$ cat src/rtl/ntt_pkg.sv
// Shared constants and types for the NTT stage controller.
package ntt_pkg;

  localparam int N_LOG = 8;

  localparam logic [1:0] BF_NTT    = 2'b00;
  localparam logic [1:0] BF_INTT   = 2'b01;
  localparam logic [1:0] BF_BYPASS = 2'b10;
  localparam logic [1:0] BF_IDLE   = 2'b11;

  typedef enum logic [1:0] {
    IDLE  = 2'b00,
    ISSUE = 2'b01,
    DRAIN = 2'b10,
    DONE  = 2'b11
  } state_t;

endpackage

$ cat src/rtl/ntt_addr_gen.sv
// Combinational butterfly address map: (stage, butterfly index, direction)
// to operand addresses and twiddle-ROM address.
module ntt_addr_gen #(
  parameter int N_LOG = ntt_pkg::N_LOG
) (
  input  logic [$clog2(N_LOG)-1:0] s,
  input  logic [N_LOG-2:0]         j,
  input  logic                     inv,
  output logic [N_LOG-1:0]         rd_addr_a,
  output logic [N_LOG-1:0]         rd_addr_b,
  output logic [N_LOG-1:0]         tw_addr
);
  import ntt_pkg::*;

  localparam int SW = $clog2(N_LOG);
  localparam logic [N_LOG:0] ONE    = {{N_LOG{1'b0}}, 1'b1};
  localparam logic [SW:0]    LAST_S = (SW+1)'(N_LOG - 1);
  localparam logic [SW:0]    NL     = (SW+1)'(N_LOG);

  logic [SW:0]    s_w;
  logic [SW:0]    sh;
  logic [N_LOG:0] jw;
  logic [N_LOG:0] len;
  logic [N_LOG:0] g;
  logic [N_LOG:0] o;

  // Half-span is a power of two, so j/len and j%len reduce to shift and mask.
  always_comb begin
    s_w       = {1'b0, s};
    sh        = inv ? s_w : (LAST_S - s_w);
    jw        = {2'b00, j};
    len       = ONE << sh;
    g         = jw >> sh;
    o         = jw & (len - ONE);
    rd_addr_a = N_LOG'(((g << sh) << 1) | o);
    rd_addr_b = N_LOG'((((g << sh) << 1) | o) + len);
    if (inv) begin
      tw_addr = N_LOG'((ONE << (NL - s_w)) - ONE - g);
    end else begin
      tw_addr = N_LOG'((ONE << s_w) + g);
    end
  end

endmodule

$ cat src/rtl/ntt_ctrl.sv
// NTT stage sequencer: issues butterfly reads stage by stage, waits for the
// pipeline to drain between stages, and delays write-back strobes/addresses.
module ntt_ctrl #(
  parameter int N_LOG  = ntt_pkg::N_LOG,
  parameter int RD_LAT = 1,
  parameter int BF_LAT = 6
) (
  input  logic             clk,
  input  logic             rst,
  input  logic             start,
  input  logic             inv,
  output logic             busy,
  output logic             done,
  output logic             rd_en,
  output logic [N_LOG-1:0] rd_addr_a,
  output logic [N_LOG-1:0] rd_addr_b,
  output logic [N_LOG-1:0] tw_addr,
  output logic             tw_neg,
  output logic [1:0]       bf_mode,
  output logic             wr_en,
  output logic [N_LOG-1:0] wr_addr_a,
  output logic [N_LOG-1:0] wr_addr_b
);
  import ntt_pkg::*;

  localparam int SW = $clog2(N_LOG);
  localparam int D  = RD_LAT + BF_LAT;
  localparam int DW = $clog2(D + 1);
  localparam logic [SW-1:0] S_LAST = SW'(N_LOG - 1);
  localparam logic [DW-1:0] D_LAST = DW'(D - 1);

  state_t           state;
  state_t           state_nxt;
  logic [SW-1:0]    s;
  logic [N_LOG-2:0] j;
  logic [DW-1:0]    drain_cnt;
  logic             inv_q;
  logic [N_LOG-1:0] gen_a;
  logic [N_LOG-1:0] gen_b;
  logic [N_LOG-1:0] gen_tw;
  logic [D-1:0]     vld_pipe;
  logic [N_LOG-1:0] wa_pipe [D];
  logic [N_LOG-1:0] wb_pipe [D];

  ntt_addr_gen #(.N_LOG(N_LOG)) u_addr_gen (
    .s         (s),
    .j         (j),
    .inv       (inv_q),
    .rd_addr_a (gen_a),
    .rd_addr_b (gen_b),
    .tw_addr   (gen_tw)
  );

  // State register.
  always_ff @(posedge clk or negedge rst) begin
    if (!rst) state <= IDLE;
    else      state <= state_nxt;
  end

  // Next-state and control strobes.
  always_comb begin
    state_nxt = state;
    busy      = 1'b0;
    done      = 1'b0;
    rd_en     = 1'b0;
    case (state)
      IDLE: begin
        if (start) state_nxt = ISSUE;
      end
      ISSUE: begin
        busy  = 1'b1;
        rd_en = 1'b1;
        if (&j) state_nxt = DRAIN;
      end
      DRAIN: begin
        busy = 1'b1;
        if (drain_cnt == D_LAST) state_nxt = (s == S_LAST) ? DONE : ISSUE;
      end
      DONE: begin
        busy      = 1'b1;
        done      = 1'b1;
        state_nxt = IDLE;
      end
      default: state_nxt = IDLE;
    endcase
  end

  // Butterfly/stage/drain counters and the direction latched at start.
  always_ff @(posedge clk or negedge rst) begin
    if (!rst) begin
      s         <= '0;
      j         <= '0;
      drain_cnt <= '0;
      inv_q     <= 1'b0;
    end else begin
      case (state)
        IDLE: begin
          if (start) begin
            inv_q     <= inv;
            s         <= '0;
            j         <= '0;
            drain_cnt <= '0;
          end
        end
        ISSUE: j <= j + 1'b1;
        DRAIN: begin
          if (drain_cnt == D_LAST) begin
            drain_cnt <= '0;
            s         <= s + 1'b1;
          end else begin
            drain_cnt <= drain_cnt + 1'b1;
          end
        end
        default: ;
      endcase
    end
  end

  // Delay line matching read latency plus butterfly latency for write-back.
  always_ff @(posedge clk or negedge rst) begin
    if (!rst) begin
      vld_pipe <= '0;
      for (int i = 0; i < D; i++) begin
        wa_pipe[i] <= '0;
        wb_pipe[i] <= '0;
      end
    end else begin
      vld_pipe[0] <= rd_en;
      wa_pipe[0]  <= rd_addr_a;
      wb_pipe[0]  <= rd_addr_b;
      for (int i = 1; i < D; i++) begin
        vld_pipe[i] <= vld_pipe[i-1];
        wa_pipe[i]  <= wa_pipe[i-1];
        wb_pipe[i]  <= wb_pipe[i-1];
      end
    end
  end

  assign rd_addr_a = rd_en ? gen_a  : '0;
  assign rd_addr_b = rd_en ? gen_b  : '0;
  assign tw_addr   = rd_en ? gen_tw : '0;
  assign tw_neg    = rd_en & inv_q;
  assign bf_mode   = vld_pipe[RD_LAT-1] ? (inv_q ? BF_INTT : BF_NTT) : BF_IDLE;
  assign wr_en     = vld_pipe[D-1];
  assign wr_addr_a = wa_pipe[D-1];
  assign wr_addr_b = wb_pipe[D-1];

endmodule

$ cat config.mk
export PLATFORM = sky130hd
export DESIGN_NAME = ntt_ctrl
export DESIGN_NICKNAME = d
export VERILOG_FILES = /design/src/rtl/ntt_pkg.sv /design/src/rtl/ntt_addr_gen.sv /design/src/rtl/ntt_ctrl.sv
export SDC_FILE = /design/constraint.sdc
export NUM_CORES = 1
export LEC_CHECK = 0
export CORE_UTILIZATION = 30
export CTS_BUF_LIST = sky130_fd_sc_hd__clkbuf_16
export CTS_CLUSTER_DIAMETER = 150
export CTS_CLUSTER_SIZE = 24
export DETAILED_ROUTE_END_ITERATION = 6
export HOLD_SLACK_MARGIN = 0.1
export MAX_ROUTING_LAYER = met4
export PLACE_DENSITY = 0.56
export RECOVER_POWER = 25
export SYNTH_ARGS = -nofsm -noshare
export SYNTH_HDL_FRONTEND = slang
export SYNTH_SLANG_ARGS = --single-unit
$ cat constraint.sdc
create_clock -name clk -period 5 [get_ports clk]
set_clock_uncertainty 0.15 [all_clocks]
set_input_delay 0.5 -clock clk [delete_from_list [all_inputs] [get_ports clk]]
set_output_delay 0.5 -clock clk [all_outputs]
set_load 0.1 [all_outputs]
==> results of run 1 <==
worst reg2reg max path, delay by kind of cell, from the launching register on:
family	cells	cell delay, ps
AO/OA/AOI/OAI	7	1340
XOR/XNOR	1	180
adder cells (fa/ha/maj)	1	320
buffers and inverters	2	420
flip-flops	1	390
multiplexers	2	530
AND/OR/NAND/NOR	1	180
repair_timing:
item,4_1_cts,5_1_grt
hold buffers,1,0
endpoints found under the setup margin,0,5
buffers inserted,0,0
endpoints found under the hold margin,79,0
resized for setup,0,11
sequential cells by signal, indices dropped and copies added (netlist names):
| register | cells |
|---|---|
| drain_cnt | 3 |
| inv_q | 1 |
| j | 7 |
| s | 3 |
| state | 2 |
| vld_pipe | 7 |
| wa_pipe | 48 |
| wb_pipe | 48 |
| wr_addr_a | 8 |
| wr_addr_b | 8 |
kinds of logic (layout without fill, tap and decap cells):
| logic type | count (synthesis) | count (layout) | synth area share [%] |
|---|---|---|---|
| other | 1 | 1 | 0.0613 |
| AND/OR/NAND/NOR | 146 | 146 | 11.8 |
| adder cells (fa/ha/maj) | 35 | 35 | 7.41 |
| flip-flops | 135 | 135 | 55.2 |
| XOR/XNOR | 17 | 17 | 2.43 |
| buffers and inverters | 65 | 126 | 5.81 |
| AO/OA/AOI/OAI | 122 | 122 | 13.9 |
| multiplexers | 19 | 19 | 3.38 |
cells in the final DEF, fill, tap and decap left out, types with 5 or more instances in the layout:
cell,instances
sky130_fd_sc_hd__a22o_1,9
sky130_fd_sc_hd__buf_4,33
sky130_fd_sc_hd__o21ai_0,19
sky130_fd_sc_hd__nand2_1,37
sky130_fd_sc_hd__buf_12,11
sky130_fd_sc_hd__inv_1,19
sky130_fd_sc_hd__xor2_1,10
sky130_fd_sc_hd__and2_1,16
sky130_fd_sc_hd__xnor2_1,7
sky130_fd_sc_hd__a21oi_1,24
sky130_fd_sc_hd__clkbuf_16,17
sky130_fd_sc_hd__nor3_1,6
sky130_fd_sc_hd__dfrtp_1,132
sky130_fd_sc_hd__clkdlybuf4s50_1,24
sky130_fd_sc_hd__mux2i_1,14
sky130_fd_sc_hd__nand3_1,12
sky130_fd_sc_hd__a21o_1,10
sky130_fd_sc_hd__or2_2,5
sky130_fd_sc_hd__o22ai_1,18
sky130_fd_sc_hd__nand2b_1,14
sky130_fd_sc_hd__ha_1,33
sky130_fd_sc_hd__nor2_1,37
power by group:
group          internal (mW)  switching, mW  total [mW]
clock network          0.787          0.477        1.26
registers               1.10       0.000849        1.10
logic                0.00615         0.0319      0.0381
area by class of cell:
class,count,area (sq um)
Tap cell,265,332
Fill cell,1913,12200
Inverter,22,82.6
Sequential cell,135,3380
Multi-Input combinational cell,340,2400
Clock buffer,17,425
Clock inverter,15,178
Timing Repair Buffer,72,756
worst paths after layout:
path	startpoint	endpoint	cells after the start
setup / recovery	s[0]$_DFFE_PN0P_	tw_addr[7]	15
hold / removal	wb_pipe[45]$_DFF_PN0_	wb_pipe[37]$_DFF_PN0_	0
setup reg to reg	s[0]$_DFFE_PN0P_	wb_pipe[55]$_DFF_PN0_	14
hold reg to reg	wb_pipe[45]$_DFF_PN0_	wb_pipe[37]$_DFF_PN0_	0
max in group asynchronous	rst	wb_pipe[45]$_DFF_PN0_	3
min in group asynchronous	rst	wb_pipe[9]$_DFF_PN0_	2
per-layer routing:
metal | vias to the layer above | global-route usage, % | share of wire [%]
li1 | 1960 | - | -
met1 | 2045 | 17.6 | 45
met2 | 117 | 24.1 | 49
met3 | 17 | 3.98 | 4.6
met4 | 0 | 4.76 | 1.6
met5 | - | - | 0
metrics by stage:
step           power, mW  utilization [%]  setup WS [ps]  cells
2_1_floorplan       1.13                -           71.2    540
3_3_place_gp        1.16             35.0            546    833
3_5_place_dp        1.16             35.0            516    833
4_1_cts             2.44             38.1           49.9    866
5_1_grt             2.49             38.3           21.1    866
6_report            2.40             38.3            254    866
==> impl_metrics.tcl, run 1 <==
set metrics [dict create \
    chipWidth_um 145 \
    power.leakage_nw 3.57 \
    worst_path_dominant_cell_family "compound AO/OA/AOI/OAI gates" \
    groute.usage.overall_pct 14.8 \
    slew_headroom_pct 34.5 \
    timing.critical_path.cells "buf_8 -> mux2i_1 -> a22o_1 -> or3_1 -> o21ai_4 -> inv_1 -> ha_1 -> a21o_1 -> a21oi_2 -> nor2b_1 -> o21a_1 -> o41a_1 -> mux2i_1 -> nand3b_1 -> buf_12" \
    worst-path-buf-inv 3 \
    detailed_place_hpwl_um 9720 \
    hp-class "reg -> reg" \
    ant_diodes 0 \
    final_period_minus_worst_setup_slack_ps 4750 \
    worst_ir_drop_vdd_v 0.000188 \
    effective_utilization_at_floorplan_pct 31.0 \
    root_buffer "sky130_fd_sc_hd__clkbuf_16" \
    flow.area_growth_from_synthesis_pct 23.5 \
    placement.cell_area_sq_um 6910 \
    final_antenna_net_count 0 \
    setup_viol_count_final 0 \
    syn_inst 540 \
    setup.worst_path.start_class "register" \
    tritoncts_clock_tree "done" \
    synth.most_common_cell "sky130_fd_sc_hd__dfrtp_1" \
    synth_top_cell_area_share_pct 55.2 \
    rows 51 \
    crit_path_max_fanout 23 \
    cts_max_path_buffers 2 \
    synthesis.yosys.warnings 0 \
    dominantRegCellSynth "sky130_fd_sc_hd__dfrtp_1" \
    antenna_found_initial 0 \
    grt_start_max_net_pins 81 \
    status "finished, final reports clean" \
    ys_seq_elements 135 \
    cp.arrival_ps 4100 \
    crit_path_max_incr_delay_ps 450 \
    setup.worst_path.end_class "primary output" \
    floorplan.die.height_um 145 \
    seq_area_frac_synth_pct 55.2 \
    global_route_wire_length_before_repair_um 22400 \
    buffer_ports.inserted 50 \
    hold_viol 0 \
    report.final.slew_viol_count 0 \
    drive_above_1_share_pct 17.0 \
    p_per_area_nw_per_um2 318 \
    drc 0 \
    regToRegSetupSlack_ps 1390 \
    netlist-cell-type-count 68 \
    drt_iter0_markers 192 \
    post_synth.cell_area_avg_sq_um 11.3 \
    clock_sinks 135 \
    routed_wire_per_std_cell_um 15.6 \
    via_count_of_the_first_global_routing_pass 4314 \
    nets_finish 627 \
    place.gp.congestion 0.807 \
    fin_crit_sh_pct 94.9 \
    worst_pin_slew_ps 979 \
    yosys.area.top_type "sky130_fd_sc_hd__dfrtp_1" \
    postSynthNetCount 579 \
    cp_data_required_time_ps 4350 \
    viasPerCell 4.78 \
    clock.fmax_ghz 0.211 \
    wl_um 13500 \
    netlist_top_cells_area "sky130_fd_sc_hd__dfrtp_1 (55%), sky130_fd_sc_hd__ha_1 (6.8%), sky130_fd_sc_hd__mux2i_1 (2.5%), sky130_fd_sc_hd__nor2_1 (2.3%), sky130_fd_sc_hd__nand2_1 (2.3%)" \
    post_synth_arst_share_pct 100 \
    timing.critical_path.slowest_stage_cell "sky130_fd_sc_hd__or3_1" \
    timing_worst_setup_path_type "reg -> out" \
    hold_slack_ps 190 \
    floorplan.io_pins 51 \
    total_cts_buffers 17 \
    detail_route.first_pass.iterations 5 \
    grt_overflow_total 0 \
    die_area_sq_um 21000 \
    cts-htree-levels 4 \
    rsz0062_at_grt "false" \
    number_of_flops_mapped_to_enable_cells_by_yosys 0 \
    design.core.area_sq_um 19700 \
    cts.reportedPaths.clkPinSlew_ps 60 \
    setup-tns-final_ps 0 \
    postLayoutCellArea_sq_um 7550 \
    dr_total_vias 4139 \
    ys_top_cells_by_count "sky130_fd_sc_hd__dfrtp_1 (135), sky130_fd_sc_hd__nor2_1 (38), sky130_fd_sc_hd__nand2_1 (37)" \
    clk_latency_worst_skew_pair_ps 420 \
    mappedNetlistArea_sq_um 6120 \
    timing.max_cap.violations 0 \
    cpMostUsedCell "sky130_fd_sc_hd__mux2i_1" \
]
No activity file was read; power rests on OpenSTA's default activity.
==> run 2, diff against run 1 <==
--- a/config.mk
+++ b/config.mk
@@ -12,7 +12,7 @@
 export DETAILED_ROUTE_END_ITERATION = 6
 export HOLD_SLACK_MARGIN = 0.1
 export MAX_ROUTING_LAYER = met4
-export PLACE_DENSITY = 0.56
+export PLACE_DENSITY = 0.57
 export RECOVER_POWER = 25
 export SYNTH_ARGS = -nofsm -noshare
 export SYNTH_HDL_FRONTEND = slang
==> constraint.sdc (replaced) <==
create_clock -name clk -period 4.1 [get_ports clk]
set_clock_uncertainty 0.15 [all_clocks]
set_input_delay 0.41 -clock clk [delete_from_list [all_inputs] [get_ports clk]]
set_output_delay 0.41 -clock clk [all_outputs]
set_load 0.1 [all_outputs]
==> impl_metrics.tcl, run 2 (synthesis gave the netlist of run 1 again) <==
set metrics [dict create \
    hold_viol 0 \
    cell_depth_of_the_worst_flop_to_flop_path 15 \
    groute.usage.overall_pct 15.9 \
    cts_max_path_buffers 2 \
    clk_latency_worst_skew_pair_ps 420 \
    design.core.area_sq_um 19700 \
    fin_ws_ps -122 \
    clock.fmax_ghz 0.237 \
    worst_path_dominant_cell_family "compound AO/OA/AOI/OAI gates" \
    tritoncts_clock_tree "done" \
    worst_pin_slew_ps 972 \
    antenna_found_initial 0 \
    via_count_of_the_first_global_routing_pass 4584 \
    crit_path_max_fanout 8 \
    cts-htree-levels 4 \
    ant_diodes 0 \
    status "finished with violations" \
    global_route_wire_length_before_repair_um 24000 \
    chipWidth_um 145 \
    path_length_in_cells_of_the_critical_path 14 \
    flow.area_growth_from_synthesis_pct 43.1 \
    grt_start_max_net_pins 112 \
    place.gp.congestion 0.897 \
    most_common_cell_after_layout_fill_and_taps_aside "sky130_fd_sc_hd__dfrtp_1" \
    layout_top_registers "wa_pipe x48, wb_pipe x48" \
    final_period_minus_worst_setup_slack_ps 4220 \
    fin_crit_sh_pct 103 \
    die_area_sq_um 21000 \
    crit_path_max_incr_delay_ps 500 \
    drt_iter0_markers 256 \
    detail_route.first_pass.iterations 4 \
    timing.critical_path.slowest_stage_cell "sky130_fd_sc_hd__dfrtp_2" \
    setup.worst_path.end_class "primary output" \
    cp.arrival_ps 3660 \
    routed_wire_per_std_cell_um 16.0 \
    hold_path_depth 0 \
    placement.cell_area_sq_um 7620 \
    postLayoutCellArea_sq_um 8750 \
    viasPerCell 4.71 \
    root_buffer "sky130_fd_sc_hd__clkbuf_16" \
    final_antenna_net_count 0 \
    worst-path-buf-inv 2 \
    pre_cts_ws_ps -212 \
    clock_sinks 135 \
    top_library_cells_by_usage_in_the_layout_fill_and_taps_aside "sky130_fd_sc_hd__dfrtp_1 (133), sky130_fd_sc_hd__buf_4 (102), sky130_fd_sc_hd__nand2_1 (36)" \
    wl_um 15200 \
    p_per_area_nw_per_um2 332 \
    cts.reportedPaths.clkPinSlew_ps 60 \
    rsz0062_at_grt "true" \
    rr_startpoint "s[0]$_DFFE_PN0P_" \
    timing.max_cap.violations 0 \
    buffer_ports.inserted 50 \
    drc 0 \
    setup_viol_count_final 6 \
    drive_above_1_share_pct 35.3 \
    dr_total_vias 4471 \
    worst_ir_drop_vdd_v 0.000247 \
    hp-class "reg -> reg" \
    timing_worst_setup_path_type "reg -> out" \
    nets_finish 712 \
    violated_checks "negative setup slack" \
    floorplan.io_pins 51 \
    cp_data_required_time_ps 3540 \
    timing.critical_path.cells "mux2i_2 -> a22o_1 -> or3_4 -> o21ai_4 -> inv_2 -> ha_4 -> a21o_1 -> a21oi_2 -> nor2b_1 -> o21a_1 -> o41a_1 -> mux2i_1 -> nand3b_1 -> buf_12" \
    fill_cells 1820 \
    setup.worst_path.start_class "register" \
    crit_start "s[0]$_DFFE_PN0P_" \
    rows 51 \
    report.final.slew_viol_count 0 \
    slew_headroom_pct 35.0 \
    grt_overflow_total 0 \
    worst_hold_startpoint "wa_pipe[9]$_DFF_PN0_" \
    floorplan.die.height_um 145 \
    total_cts_buffers 17 \
    power.leakage_nw 4.07 \
    effective_utilization_at_floorplan_pct 31.0 \
    detailed_place_hpwl_um 10800 \
]
==> run 2: changes by cell type in the layout (fill, tap and decap cells not counted), sizes merged <==
cell           before  now
buf                47  132
bufbuf              0    1
clkbuf             17   18
clkdlybuf4s50      24   22
inv                25   24
==> run 2: layer usage <==
| layer | up-vias | global-route usage (%) | part of all wire [%] |
|---|---|---|---|
| met3 | 29 | 3.49 | 3.8 |
| met5 | - | - | 0 |
| li1 | 2122 | - | - |
| met1 | 2216 | 18.7 | 44 |
| met2 | 104 | 26.3 | 50 |
| met4 | 0 | 6.65 | 2.3 |
==> run 2: final cells by class <==
type	count	area, sq um	area share [%]
Clock inverter	14	174	1.99
Inverter	22	86.3	0.987
Multi-Input combinational cell	340	2750	31.4
Clock buffer	17	425	4.86
Tap cell	265	332	3.79
Sequential cell	135	3380	38.6
Timing Repair Buffer	157	1600	18.3
==> run 2: path summary, 6_finish.rpt <==
| path | endpoint | slack, ps |
|---|---|---|
| setup / recovery | tw_addr[7] | -120 |
| hold / removal | wr_addr_a[1]$_DFF_PN0_ | 190 |
| setup reg to reg | wb_pipe[54]$_DFF_PN0_ | 650 |
| hold reg to reg | wr_addr_a[1]$_DFF_PN0_ | 190 |
| max in group asynchronous | s[1]$_DFFE_PN0P_ | 2390 |
| min in group asynchronous | wr_addr_b[7]$_DFF_PN0_ | 510 |
==> run 2: power breakdown <==
group          switching, mW  internal (mW)  leakage, nW
sequential           0.00119           1.34         1.62
clock                  0.563          0.960        0.300
combinational         0.0387        0.00869         2.15
total                  0.603           2.31         4.07
==> run 2: per-stage QoR <==
stage / hold WS (ps) / util, % / std cells / power (mW) / setup TNS (ps)
2_1_floorplan: -35.6 / - / 540 / 1.38 / -123
3_3_place_gp: 181 / 38.7 / 900 / 1.41 / -174
3_5_place_dp: 185 / 38.7 / 900 / 1.41 / -212
4_1_cts: 195 / 43.6 / 942 / 2.96 / -802
5_1_grt: 196 / 44.4 / 950 / 3.02 / -1740
6_report: 188 / 44.4 / 950 / 2.91 / -504
==> run 2: repair_timing <==
| item | in CTS | in global routing |
|---|---|---|
| endpoints found under the setup margin | 10 | 9 |
| buffers inserted | 11 | 7 |
| pin swaps | 42 | 13 |
| hold buffers | 1 | 0 |
| gates cloned | 1 | 1 |
| resized for setup | 55 | 13 |
| hold endpoints to repair | 110 | 0 |
==> run 3, diff against run 2 <==
--- a/config.mk
+++ b/config.mk
@@ -7,12 +7,12 @@
 export LEC_CHECK = 0
 export CORE_UTILIZATION = 30
 export CTS_BUF_LIST = sky130_fd_sc_hd__clkbuf_16
-export CTS_CLUSTER_DIAMETER = 150
+export CTS_CLUSTER_DIAMETER = 100
 export CTS_CLUSTER_SIZE = 24
 export DETAILED_ROUTE_END_ITERATION = 6
 export HOLD_SLACK_MARGIN = 0.1
 export MAX_ROUTING_LAYER = met4
-export PLACE_DENSITY = 0.57
+export PLACE_DENSITY = 0.56
 export RECOVER_POWER = 25
 export SYNTH_ARGS = -nofsm -noshare
 export SYNTH_HDL_FRONTEND = slang
==> constraint.sdc (replaced) <==
create_clock -name clk -period 4.91 [get_ports clk]
set_clock_uncertainty 0.15 [all_clocks]
set_input_delay 0.491 -clock clk [delete_from_list [all_inputs] [get_ports clk]]
set_output_delay 0.491 -clock clk [all_outputs]
set_load 0.1 [all_outputs]
==> impl_metrics.tcl, run 3 (synthesis gave the netlist of run 1 again) <==
set metrics [dict create \
    area_occupied_by_multi_input_gates_sq_um 2390 \
    cts-htree-levels 4 \
    chipWidth_um 145 \
    wl_um 13600 \
    crit_path_max_incr_delay_ps 490 \
    detail_route.first_pass.iterations 6 \
    fill_cells 1864 \
    groute.usage.overall_pct 14.6 \
    clock.fmax_ghz 0.212 \
    hold_slack_ps 190 \
    cp.arrival_ps 4070 \
    cts_max_path_buffers 2 \
    hp-class "reg -> reg" \
    total_cts_buffers 17 \
    timing.max_cap.violations 0 \
    viasPerCell 4.79 \
    root_buffer "sky130_fd_sc_hd__clkbuf_16" \
    clk_latency_worst_skew_pair_ps 410 \
    final_antenna_net_count 0 \
    rows 51 \
    top_layer "met4" \
    cp_data_required_time_ps 4270 \
    timing.critical_path.slowest_stage_cell "sky130_fd_sc_hd__dfrtp_2" \
    wirelength_met1_um 5860 \
    timing.critical_path.cells "inv_1 -> a21oi_1 -> or3_1 -> o21ai_2 -> inv_1 -> ha_1 -> a21o_1 -> a21oi_1 -> nor2b_1 -> o21a_1 -> o41a_1 -> mux2i_1 -> nand3b_1 -> buf_12" \
    status "finished, final reports clean" \
    met3_wire_length_um 954 \
    postLayoutCellArea_sq_um 7610 \
    slew_headroom_pct 35.6 \
    design.core.area_sq_um 19700 \
    hold_viol 0 \
    crit_path_max_fanout 10 \
    p_per_area_nw_per_um2 320 \
    floorplan.io_pins 51 \
    met2_length_um 6340 \
    tritoncts_clock_tree "done" \
    worst-path-buf-inv 3 \
    setup-tns-final_ps 0 \
    ant_diodes 0 \
    nets_finish 635 \
    report.final.slew_viol_count 0 \
    flow.area_growth_from_synthesis_pct 24.4 \
    final_period_minus_worst_setup_slack_ps 4710 \
    setup.worst_path.start_class "register" \
    setup.worst_path.end_class "primary output" \
    setup_viol_count_final 0 \
    timing_worst_setup_path_type "reg -> out" \
    grt_start_max_net_pins 81 \
    most_common_cell_after_layout_fill_and_taps_aside "sky130_fd_sc_hd__dfrtp_1" \
    rsz0062_at_grt "false" \
    drc 0 \
    dr_total_vias 4190 \
    layout_top_registers "wa_pipe x48, wb_pipe x48" \
    floorplan.die.height_um 145 \
    via_count_of_the_first_global_routing_pass 4170 \
    place.gp.congestion 0.844 \
    drive_above_1_share_pct 17.7 \
    placement.cell_area_sq_um 6960 \
    clock_sinks 135 \
    global_route_wire_length_before_repair_um 22100 \
    buffer_ports.inserted 50 \
    drt_iter0_markers 292 \
    top_library_cells_by_usage_in_the_layout_fill_and_taps_aside "sky130_fd_sc_hd__dfrtp_1 (131), sky130_fd_sc_hd__buf_4 (42), sky130_fd_sc_hd__nor2_1 (38)" \
    final-seq-area_sq_um 3390 \
    die_area_sq_um 21000 \
    routed_wire_per_std_cell_um 15.5 \
    power.leakage_nw 3.61 \
    worst_path_dominant_cell_family "compound AO/OA/AOI/OAI gates" \
    fin_crit_sh_pct 96.0 \
    antenna_found_initial 0 \
    power_mw 2.43 \
    detailed_place_hpwl_um 9820 \
    cts.reportedPaths.clkPinSlew_ps 60 \
    final_core_util_pct 38.6 \
    worst_ir_drop_vdd_v 0.000176 \
    effective_utilization_at_floorplan_pct 31.0 \
    grt_overflow_total 0 \
    worst_pin_slew_ps 962 \
]
==> run 3: stage by stage <==
step / cells / setup WS, ps
final: 874 / 197
after global routing: 874 / 4.32
after CTS: 870 / 11.7
after detailed placement: 837 / 478
after global placement: 837 / 313
after floorplan: 540 / 121
==> run 3: worst register-to-register path, cell delays in order, from the launching register on <==
cell,delay (ps)
sky130_fd_sc_hd__dfrtp_4,590
sky130_fd_sc_hd__nand2b_1,290
sky130_fd_sc_hd__o22ai_1,210
sky130_fd_sc_hd__a21oi_1,290
sky130_fd_sc_hd__nand2b_1,130
sky130_fd_sc_hd__a221o_1,320
sky130_fd_sc_hd__mux2_2,280
sky130_fd_sc_hd__ha_1,320
sky130_fd_sc_hd__a21o_1,190
sky130_fd_sc_hd__a21oi_1,220
sky130_fd_sc_hd__o21ai_0,150
sky130_fd_sc_hd__xor2_1,180
sky130_fd_sc_hd__nor2_1,240
==> run 3: report_power, final <==
part	switching (mW)	internal, mW
logic	0.0321	0.00621
clock network	0.474	0.802
registers	0.000890	1.12
==> run 3: timing repair <==
action | 4_1_cts | 5_1_grt
setup endpoints to repair | 1 | 5
hold buffers | 1 | 0
buffers inserted | 0 | 4
endpoints found under the hold margin | 79 | 0
gates resized for setup | 1 | 4
==> run 3: worst paths after layout <==
path                       cells after the start                  start  slack (ps)                    end
max                                           14       s[0]$_DFFE_PN0P_         200             tw_addr[7]
min                                            0  wb_pipe[29]$_DFF_PN0_         190  wb_pipe[21]$_DFF_PN0_
max reg2reg                                   12      inv_q$_DFFE_PN0P_        1240  wb_pipe[55]$_DFF_PN0_
min reg2reg                                    0  wb_pipe[29]$_DFF_PN0_         190  wb_pipe[21]$_DFF_PN0_
max in group asynchronous                      3                    rst        2920  wb_pipe[20]$_DFF_PN0_
min in group asynchronous                      2                    rst         530   wb_pipe[9]$_DFF_PN0_
==> run 3: per-layer routing <==
layer	up-vias	track usage, %
li1	1979	-
met1	1998	18.3
met2	177	22.0
met3	36	4.05
met4	0	6.59
met5	-	-
==> run 3: cell type report <==
class	count	area share, %
sequential	135	44.5
clock inverter	15	2.35
clock buffer	17	5.59
inverter	22	1.09
multi-input combinational	340	31.4
tap	265	4.36
timing repair buffer	80	10.7
